==> src/rtl/serial_out.sv <==
// 8N1 asynchronous serial transmitter: bytes are queued in a small FIFO and
// shifted out on txd LSB first, each bit held for BAUD_DIV clock cycles.
module serial_out #(
  parameter int unsigned BAUD_DIV   = 16,
  parameter int unsigned FIFO_DEPTH = 4,
  parameter int unsigned CNT_W      = 3
) (
  input  logic             m_clock,
  input  logic             p_reset,
  input  logic [7:0]       data,
  input  logic             port_write,
  output logic             txready,
  output logic             txd,
  output logic             busy,
  output logic             done,
  output logic [CNT_W-1:0] count
);

  localparam int unsigned PtrW = (FIFO_DEPTH > 1) ? $clog2(FIFO_DEPTH) : 1;
  localparam int unsigned DivW = (BAUD_DIV > 1) ? $clog2(BAUD_DIV) : 1;
  localparam logic [DivW-1:0]  DivMax = DivW'(BAUD_DIV - 1);
  localparam logic [CNT_W-1:0] Full   = CNT_W'(FIFO_DEPTH);

  typedef enum logic [1:0] {StIdle, StStart, StData, StStop} state_e;

  state_e            state_q, state_d;
  logic [DivW-1:0]   div_q, div_d;
  logic [2:0]        bit_q, bit_d;
  logic [7:0]        shift_q, shift_d;
  logic [PtrW-1:0]   wr_ptr_q, wr_ptr_d;
  logic [PtrW-1:0]   rd_ptr_q, rd_ptr_d;
  logic [CNT_W-1:0]  count_q, count_d;
  logic              txd_q, txd_d;
  logic              busy_q, busy_d;
  logic              done_q, done_d;
  logic              stop_end_q, stop_end_d;
  logic [7:0]        mem_q [FIFO_DEPTH];

  logic push, pop, bit_end;

  assign txready = (count_q != Full);
  assign push    = port_write && txready;
  assign bit_end = (div_q == DivMax);

  // FIFO storage carries no reset; occupancy is tracked by count_q alone.
  always_ff @(posedge m_clock) begin
    if (push) begin
      mem_q[wr_ptr_q] <= data;
    end
  end

  always_comb begin
    wr_ptr_d = wr_ptr_q;
    rd_ptr_d = rd_ptr_q;
    count_d  = count_q;
    if (push) begin
      wr_ptr_d = wr_ptr_q + PtrW'(1);
    end
    if (pop) begin
      rd_ptr_d = rd_ptr_q + PtrW'(1);
    end
    unique case ({push, pop})
      2'b10:   count_d = count_q + CNT_W'(1);
      2'b01:   count_d = count_q - CNT_W'(1);
      default: count_d = count_q;
    endcase
  end

  always_comb begin
    state_d    = state_q;
    div_d      = div_q;
    bit_d      = bit_q;
    shift_d    = shift_q;
    pop        = 1'b0;
    stop_end_d = 1'b0;
    unique case (state_q)
      StIdle: begin
        div_d = '0;
        if (count_q != '0) begin
          pop     = 1'b1;
          shift_d = mem_q[rd_ptr_q];
          state_d = StStart;
        end
      end
      StStart: begin
        div_d = bit_end ? '0 : div_q + DivW'(1);
        if (bit_end) begin
          bit_d   = 3'd0;
          state_d = StData;
        end
      end
      StData: begin
        div_d = bit_end ? '0 : div_q + DivW'(1);
        if (bit_end) begin
          shift_d = {1'b0, shift_q[7:1]};
          bit_d   = bit_q + 3'd1;
          if (bit_q == 3'd7) begin
            state_d = StStop;
          end
        end
      end
      StStop: begin
        div_d = bit_end ? '0 : div_q + DivW'(1);
        if (bit_end) begin
          stop_end_d = 1'b1;
          // A queued byte launches straight into its start bit, no idle gap.
          if (count_q != '0) begin
            pop     = 1'b1;
            shift_d = mem_q[rd_ptr_q];
            state_d = StStart;
          end else begin
            state_d = StIdle;
          end
        end
      end
      default: state_d = StIdle;
    endcase
  end

  // Line outputs follow the state one edge later so txd never sees the FIFO.
  always_comb begin
    unique case (state_q)
      StStart: txd_d = 1'b0;
      StData:  txd_d = shift_q[0];
      default: txd_d = 1'b1;
    endcase
    busy_d = (state_q != StIdle);
    done_d = stop_end_q;
  end

  always_ff @(posedge m_clock or negedge p_reset) begin
    if (!p_reset) begin
      state_q    <= StIdle;
      div_q      <= '0;
      bit_q      <= '0;
      shift_q    <= '0;
      wr_ptr_q   <= '0;
      rd_ptr_q   <= '0;
      count_q    <= '0;
      txd_q      <= 1'b1;
      busy_q     <= 1'b0;
      done_q     <= 1'b0;
      stop_end_q <= 1'b0;
    end else begin
      state_q    <= state_d;
      div_q      <= div_d;
      bit_q      <= bit_d;
      shift_q    <= shift_d;
      wr_ptr_q   <= wr_ptr_d;
      rd_ptr_q   <= rd_ptr_d;
      count_q    <= count_d;
      txd_q      <= txd_d;
      busy_q     <= busy_d;
      done_q     <= done_d;
      stop_end_q <= stop_end_d;
    end
  end

  assign txd   = txd_q;
  assign busy  = busy_q;
  assign done  = done_q;
  assign count = count_q;

endmodule

==> config.mk <==
export PLATFORM = sky130hd
export DESIGN_NAME = serial_out
export DESIGN_NICKNAME = d
export VERILOG_FILES = /design/src/rtl/serial_out.sv
export SDC_FILE = /design/constraint.sdc
export NUM_CORES = 1
export LEC_CHECK = 0
export ABC_AREA = 0
export CAP_MARGIN = 10
export CORE_ASPECT_RATIO = 1.1
export CORE_MARGIN = 5
export CORE_UTILIZATION = 50
export DETAILED_ROUTE_END_ITERATION = 16
export DONT_BUFFER_PORTS = 1
export GPL_TIMING_DRIVEN = 0
export PLACE_DENSITY = 0.66
export RECOVER_POWER = 100
export SLEW_MARGIN = 5
export SYNTH_ARGS = -nofsm -noshare
export SYNTH_HDL_FRONTEND = slang
export SYNTH_SLANG_ARGS = --single-unit
==> constraint.sdc <==
create_clock -name m_clock -period 3.09 [get_ports m_clock]
set_input_delay 0.4635 -clock m_clock [delete_from_list [all_inputs] [get_ports m_clock]]
set_output_delay 0.4635 -clock m_clock [all_outputs]
set_load 0.1 [all_outputs]
==> results of run 1 <==
[worst max path at each step]
stage	endpoint	startpoint	cells past startpoint
after floorplan	count[2]$_DFFE_PN0P_	count[0]$_DFFE_PN0P_	10
after global placement	count[2]$_DFFE_PN0P_	count[0]$_DFFE_PN0P_	10
after detailed placement	count[2]$_DFFE_PN0P_	count[0]$_DFFE_PN0P_	10
after CTS	count[2]$_DFFE_PN0P_	count[0]$_DFFE_PN0P_	10
after global routing	count[2]$_DFFE_PN0P_	count[0]$_DFFE_PN0P_	10
final	count[2]$_DFFE_PN0P_	count[0]$_DFFE_PN0P_	10
[kinds of logic (layout without fill, tap and decap cells)]
family / Yosys count / in the layout / share of synthesized area
buffers and inverters: 17 / 35 / 0.03033
and+or+nand+nor: 32 / 32 / 0.06825
AOI/OAI and AO/OA: 21 / 21 / 0.06304
xor gates and xnor gates: 7 / 7 / 0.02322
adders and majority gates: 15 / 15 / 0.07393
DFF: 60 / 60 / 0.6299
muxes: 19 / 19 / 0.1114
[worst max-delay path: stages (launching register included)]
cell and delay [ns]:
dfrtp_2 0.62, inv_1 0.23, nand3_4 0.33, and2_0 0.36, inv_1 0.08, ha_1 0.17, inv_1 0.06, fa_1 0.37
xor2_1 0.15, nor2_1 0.12, xor2_1 0.17
[flip-flops by register name, indices dropped and copies added, names as in the netlist]
register and cells:
mem_q 32, shift_q 8, div_q 4, bit_q 3
count 3, rd_ptr_q 2, state_q 2, wr_ptr_q 2
busy 1, done 1, done_d 1, txd 1
[metrics by stage]
step                instance area [sq um]   TNS, ns  setup WS [ns]
floorplan                            2646         0        0.02849
global placement                     2719  -0.08000       -0.08000
detailed placement                   2719   -0.1760        -0.1760
CTS                                  2955         0        0.08181
global route                         2895         0         0.1836
finish                               2895         0         0.3349
[cells in the final DEF, fill, tap and decap left out, types with 2 or more instances in the layout]
cell type | synthesis | layout
xnor2_1 | 4 | 4
clkbuf_8 | 0 | 9
mux4_2 | 8 | 8
inv_6 | 0 | 2
nor2b_1 | 2 | 2
nor2_1 | 8 | 9
dfrtp_2 | 0 | 3
a32o_1 | 2 | 2
ha_1 | 14 | 14
clkinvlp_4 | 0 | 3
a21oi_1 | 7 | 9
dfrtp_1 | 27 | 24
xor2_1 | 3 | 3
clkbuf_1 | 1 | 4
mux2i_1 | 8 | 8
mux2_1 | 2 | 2
o21ai_0 | 3 | 3
nor3_1 | 3 | 3
and2_0 | 0 | 2
nor2_2 | 3 | 2
inv_1 | 12 | 12
nand2_1 | 3 | 3
edfxtp_1 | 32 | 32
and3_1 | 5 | 5
[timing repair]
action,4_1_cts,5_1_grt
cloned,0,0
setup endpoints to repair,1,1
pin swaps,0,0
resized for setup,1,2
hold buffers,2,0
hold endpoints to repair,28,0
[routing by layer]
| layer | share of wire | GRT usage |
|---|---|---|
| met5 | 0 | 0 |
| met4 | 0.022 | 0.08438 |
| met3 | 0.046 | 0.04054 |
| met2 | 0.51 | 0.2366 |
| met1 | 0.42 | 0.1536 |
[power groups by stage]
stage | clock network, mW | logic, mW | registers [mW]
after global routing | 0.747 | 0.318 | 1.20
after floorplan | 0 | 0.222 | 1.18
after detailed placement | 0 | 0.280 | 1.20
final | 0.696 | 0.282 | 1.19
after CTS | 0.709 | 0.301 | 1.18
after global placement | 0 | 0.263 | 1.19
[area by class of cell]
class                           instances  area, sq um  share of cell area
Buffer                                  5        23.77            0.008211
Clock buffer                            9        123.9             0.04278
Clock inverter                          7        75.07             0.02593
Inverter                               12        45.04             0.01556
Multi-Input combinational cell         94        874.6              0.3021
Sequential cell                        60         1667              0.5756
Tap cell                               58        72.57             0.02506
Timing Repair Buffer                    2        13.76            0.004754
==> reports/qor.yml, run 1 <==
yosys_warnings: 0
cts-root-buf: "clkbuf_8"
drt_pass1_iterations: 4
start_kind: "flip-flop"
crit_fanout: 6
drt_iter0_markers: 76
h-tree-depth: 3
required_ns: 3.34
report.final.slew_viol_count: 0
syn_nets: 197
critPathKind: "reg2reg"
diodes: 0
r2r_cells: 10
dp_hpwl_mm: 2.926
clock-sinks: 60
r2r_slack_ns: 0.33
synth_area_sq_um: 2640
netlist_top_cells_area: "edfxtp_1 (36%), dfrtp_1 (26%), mux4_2 (6.8%), ha_1 (6.6%), mux2i_1 (3.0%)"
routed_via_density: 5.534
clock-skew-final_ns: 0.006142
antenna_left: 0
min_to: "mem_q[1][6]$_DFFE_PP_"
route.detailed.wl_per_inst_microns: 16.62
yosysTopAreaCellShare: 0.3640
wl_mm: 4.106
min_path_cells: 0
end_kind: "flip-flop"
max-slew-margin-rel: 0.006628
cts_buffers: 9
yosysTopAreaCell: "edfxtp_1"
fp.coreArea_sq_um: 5067
synth_edf_count: 32
final_min_period_over_clock_period: 0.8916
drc_errors: 0
power.density_nw_per_um2: 747.5
cts_tree: "done"
synthArstFlopShare: 0.4667
io_pins: 18
grt_start_max_net_pins: 29
drive_gt1_frac: 0.2011
worst-slew-pin-transition_ns: 1.490
power_frac_clock: 0.322
swShare: 0.3301
cap_violations: 0
hold_class: "in2reg"
rsz0062_at_grt: "false"
synthDistinctLibCells: 39
synth_seq_cells: 60
io_buffer_count: 0
arrival_ns: 3.00
finalHoldViolations: 0
period_needed_ns: 2.755
hold-worst-slack_ns: 0.2220
track_usage: 0.1392
fp.dieH_microns: 86.21
pwr-share-comb: 0.130
antenna_found_initial: 0
clkSlewWorstSetupHoldPaths_ns: 0.07
holdCritStartpoint: "data[6]"
cts_max_path_buffers: 2
r2r_start: "count[0]$_DFFE_PN0P_"
total_power_mw: 2.164
seq_area_frac_synth: 0.6299
synth_common_cells: "edfxtp_1 (32), dfrtp_1 (27), ha_1 (14), inv_1 (12)"
syn_avg_cell_area_sq_um: 15.44
yosysMostFrequentCell: "edfxtp_1"
die_area_sq_um: 6835
start_util: 0.5210
p_int_mw: 1.450
first_global_vias: 1520
utilization: 0.5714
synth_flop_cell: "edfxtp_1"
status: "finished clean"
vdd_drop_max_mv: 0.4656
seq_power_share: 0.548
fillers: 415
syn_inst: 171
finalSetupViolCount: 0
gp_congestion: 0.7301
fp.dieW_microns: 79.28
p_switching_uw: 714.4
area_growth_pct: 9.668
post_cts_buffers: 0
dp_cells: 229
grt_pass1_wl_mm: 7.017
clk_latency_ns: 0.33
dr_total_vias: 1367
layout.nets: 210
num_rows: 27
instances_no_fill: 247
grt-ovfl-total: 0
r2r_end: "count[2]$_DFFE_PN0P_"
p_leak_nw: 1.126
timing.fmax_ghz: 0.3630
No activity file was read; power rests on OpenSTA's default activity.
==> run 2, diff against run 1 <==
- ABC_AREA: 0 -> 1
==> reports/qor.yml, run 2 <==
dp_hpwl_mm: 3.279  # +12%
mostFrequentLayoutCells: "nand2_1 (92), edfxtp_1 (32), nand3_1 (30), dfrtp_1 (24), inv_1 (22)"
synth_area_sq_um: 2718  # +2.9%
yosys_warnings: 0  # unchanged
cts_max_path_buffers: 2  # unchanged
grt-ovfl-total: 0  # unchanged
gp_congestion: 0.7469  # +2.3%
largest_reg_flops: 32  # unchanged
synth-xor-area-share: 0.01289  # -0.01033
die_area_sq_um: 7011  # +2.6%
finalSetupViolCount: 0  # unchanged
antenna_found_initial: 0  # unchanged
cts_tree: "done"
rsz0062_at_grt: "false"
critPathKind: "reg2reg"
clk_latency_ns: 0.33  # about the same
yosysTopAreaCellShare: 0.3536  # -0.01039
syn_nets: 296  # +50%
netlist_top_cells_area: "edfxtp_1 (35%), dfrtp_1 (25%), nand2_1 (13%), ha_1 (6.4%), nand3_1 (5.7%)"
synth_flop_cell: "edfxtp_1"
synthMuxAreaShare: 0  # -0.1114
fp.dieW_microns: 80.29  # +1.3%
clkSlewWorstSetupHoldPaths_ns: 0.07  # about the same
final_common_cell: "nand2_1"
cts_buffers: 9  # unchanged
stdcell_area_sq_um: 3039  # +5.0%
pre_cts_slack_ns: -0.09322  # +0.08282 ns
synth_compound_area_frac: 0.03821  # -0.02482
top_regs: "mem_q (32), shift_q (8), div_q (4)"
seq_area_frac_synth: 0.6119  # -0.01798
dp_cells: 345  # +51%
synth_top_family_by_area: "simple AND/OR/NAND/NOR gates"
crit_fanout: 8  # +2
arrival_ns: 2.96  # -0.04 ns
max-slew-margin-rel: 0.01137  # +0.004742
vdd_drop_max_mv: 0.4057  # -13%
start_kind: "flip-flop"
post_cts_buffers: 0  # unchanged
clock-sinks: 60  # unchanged
first_global_vias: 1875  # +23%
layout.nets: 309  # +47%
synth_seq_cells: 60  # unchanged
place_area_sq_um: 2818  # +3.6%
hold_class: "in2reg"
hold-worst-slack_ns: 0.2192  # -0.002798 ns
area_growth_pct: 11.83
fp.coreArea_sq_um: 5325  # +5.1%
p_leak_nw: 1.359  # +21%
grt_start_max_net_pins: 29  # unchanged
dr_total_vias: 1818  # +33%
num_rows: 28  # +3.7%
regMostFlops: "mem_q"
clock-skew-final_ns: 0.008521  # +0.002380 ns
wl_mm: 4.922  # +20%
drt_pass1_iterations: 4  # unchanged
start_util: 0.5103  # -0.01065
finalHoldViolations: 0  # unchanged
period_needed_ns: 2.748  # -0.007070 ns
worst-slew-pin-transition_ns: 1.483  # -0.007113 ns
track_usage: 0.1695  # +0.03037
synthDistinctLibCells: 26  # -33%
syn_avg_cell_area_sq_um: 10.07  # -35%
diodes: 0  # unchanged
synth_edf_count: 32  # unchanged
instances_no_fill: 363  # +47%
syn_inst: 270  # +58%
end_kind: "flip-flop"
fin_ws_ns: 0.3420  # +0.007070 ns
cts-root-buf: "clkbuf_8"
yosysMostFrequentCell: "nand2_1"
final_min_period_over_clock_period: 0.8893  # -0.002288
synthSimpleGateAreaFrac: 0.2169  # +0.1486
grt_pass1_wl_mm: 8.694  # +24%
drc_errors: 0  # unchanged
cap_violations: 0  # unchanged
antenna_left: 0  # unchanged
required_ns: 3.30  # -0.04 ns
route.detailed.wl_per_inst_microns: 13.56  # -18%
synth_common_cells: "nand2_1 (92), edfxtp_1 (32), nand3_1 (31), dfrtp_1 (27), inv_1 (20)"
routed_via_density: 5.008  # -9.5%
power.density_nw_per_um2: 726.8  # -2.8%
drive_gt1_frac: 0.08333  # -0.1177
status: "finished clean"
fp.dieH_microns: 87.32  # +1.3%
io_buffer_count: 0  # unchanged
io_pins: 18  # unchanged
report.final.slew_viol_count: 0  # unchanged
h-tree-depth: 3  # unchanged
yosysTopAreaCell: "edfxtp_1"
synthArstFlopShare: 0.4667  # unchanged
timing.fmax_ghz: 0.3639  # +0.26%
drt_iter0_markers: 114  # +50%
synthAdderAreaFrac: 0.07182  # -0.002110
## run 2: changes by cell type in the layout (fill, tap and decap cells not counted), moves of 5 or more
cell	previous run	this run
inv_1	12	22
mux4_2	8	0
nand2_1	3	92
nand3_1	0	30
o21ai_1	0	7
mux2i_1	8	0
and3_1	5	0
## run 2: area by class of cell
type / instances / area [sq um]
Sequential cell: 60 / 1667
Tap cell: 75 / 93.84
Inverter: 24 / 90.09
Clock buffer: 10 / 127.6
Fill cell: 478 / 2286
Multi-Input combinational cell: 179 / 935.9
Clock inverter: 6 / 78.83
Timing Repair Buffer: 2 / 13.76
Buffer: 7 / 32.53
## run 2: power breakdown
| group | switching (mW) | leakage [nW] | internal (mW) |
|---|---|---|---|
| Clock | 0.297 | 0.0990 | 0.446 |
| Sequential | 0.199 | 0.631 | 0.973 |
| Combinational | 0.218 | 0.629 | 0.0754 |
| Total | 0.714 | 1.36 | 1.49 |
## run 2: timing repair
| action | CTS | global route |
|---|---|---|
| hold buffers | 2 | 0 |
| resized for setup | 1 | 2 |
| endpoints found under the hold margin | 28 | 0 |
| endpoints found under the setup margin | 9 | 1 |
## run 2: path summary, 6_finish.rpt
| check | start | endpoint | slack, ns | cells after the start |
|---|---|---|---|---|
| max | count[0]$_DFFE_PN0P_ | count[2]$_DFFE_PN0P_ | 0.34 | 9 |
| min | data[7] | mem_q[3][7]$_DFFE_PP_ | 0.22 | 0 |
| max reg2reg | count[0]$_DFFE_PN0P_ | count[2]$_DFFE_PN0P_ | 0.34 | 9 |
| min reg2reg | done_d$_DFF_PN0_ | done$_DFF_PN0_ | 0.35 | 0 |
| max in group asynchronous | p_reset | count[2]$_DFFE_PN0P_ | 1.08 | 2 |
| min in group asynchronous | p_reset | shift_q[0]$_DFFE_PN0P_ | 1.03 | 2 |
## run 2: critical path, stage by stage (launching register included)
cell and delay, ns:
dfrtp_2 0.61, inv_1 0.28, nand3_4 0.33, nand2_1 0.37, ha_1 0.20, inv_1 0.06, fa_1 0.37, a21oi_1 0.14
o21ai_0 0.10, xor2_1 0.15
## run 2: through the flow
stage / power (mW) / utilization / setup TNS (ns)
2_1_floorplan: 1.400 / - / 0
3_3_place_gp: 1.458 / 0.5291 / -0.06565
3_5_place_dp: 1.469 / 0.5291 / -0.1154
4_1_cts: 2.236 / 0.5750 / 0
5_1_grt: 2.319 / 0.5707 / 0
6_report: 2.209 / 0.5707 / 0
## run 2: per-layer routing
metal  part of all wire  up-vias  GRT usage
li1                   -      916          -
met1               0.43      846     0.2062
met2               0.50       42     0.2613
met3              0.043       14    0.04555
met4              0.028        0     0.1167
met5                  0        -          0
## run 2: logic make-up after synthesis
group           Yosys count
buf+inv                  31
fa+ha+maj                15
simple gates            141
flops                    60
compound gates           19
xor+xnor                  4
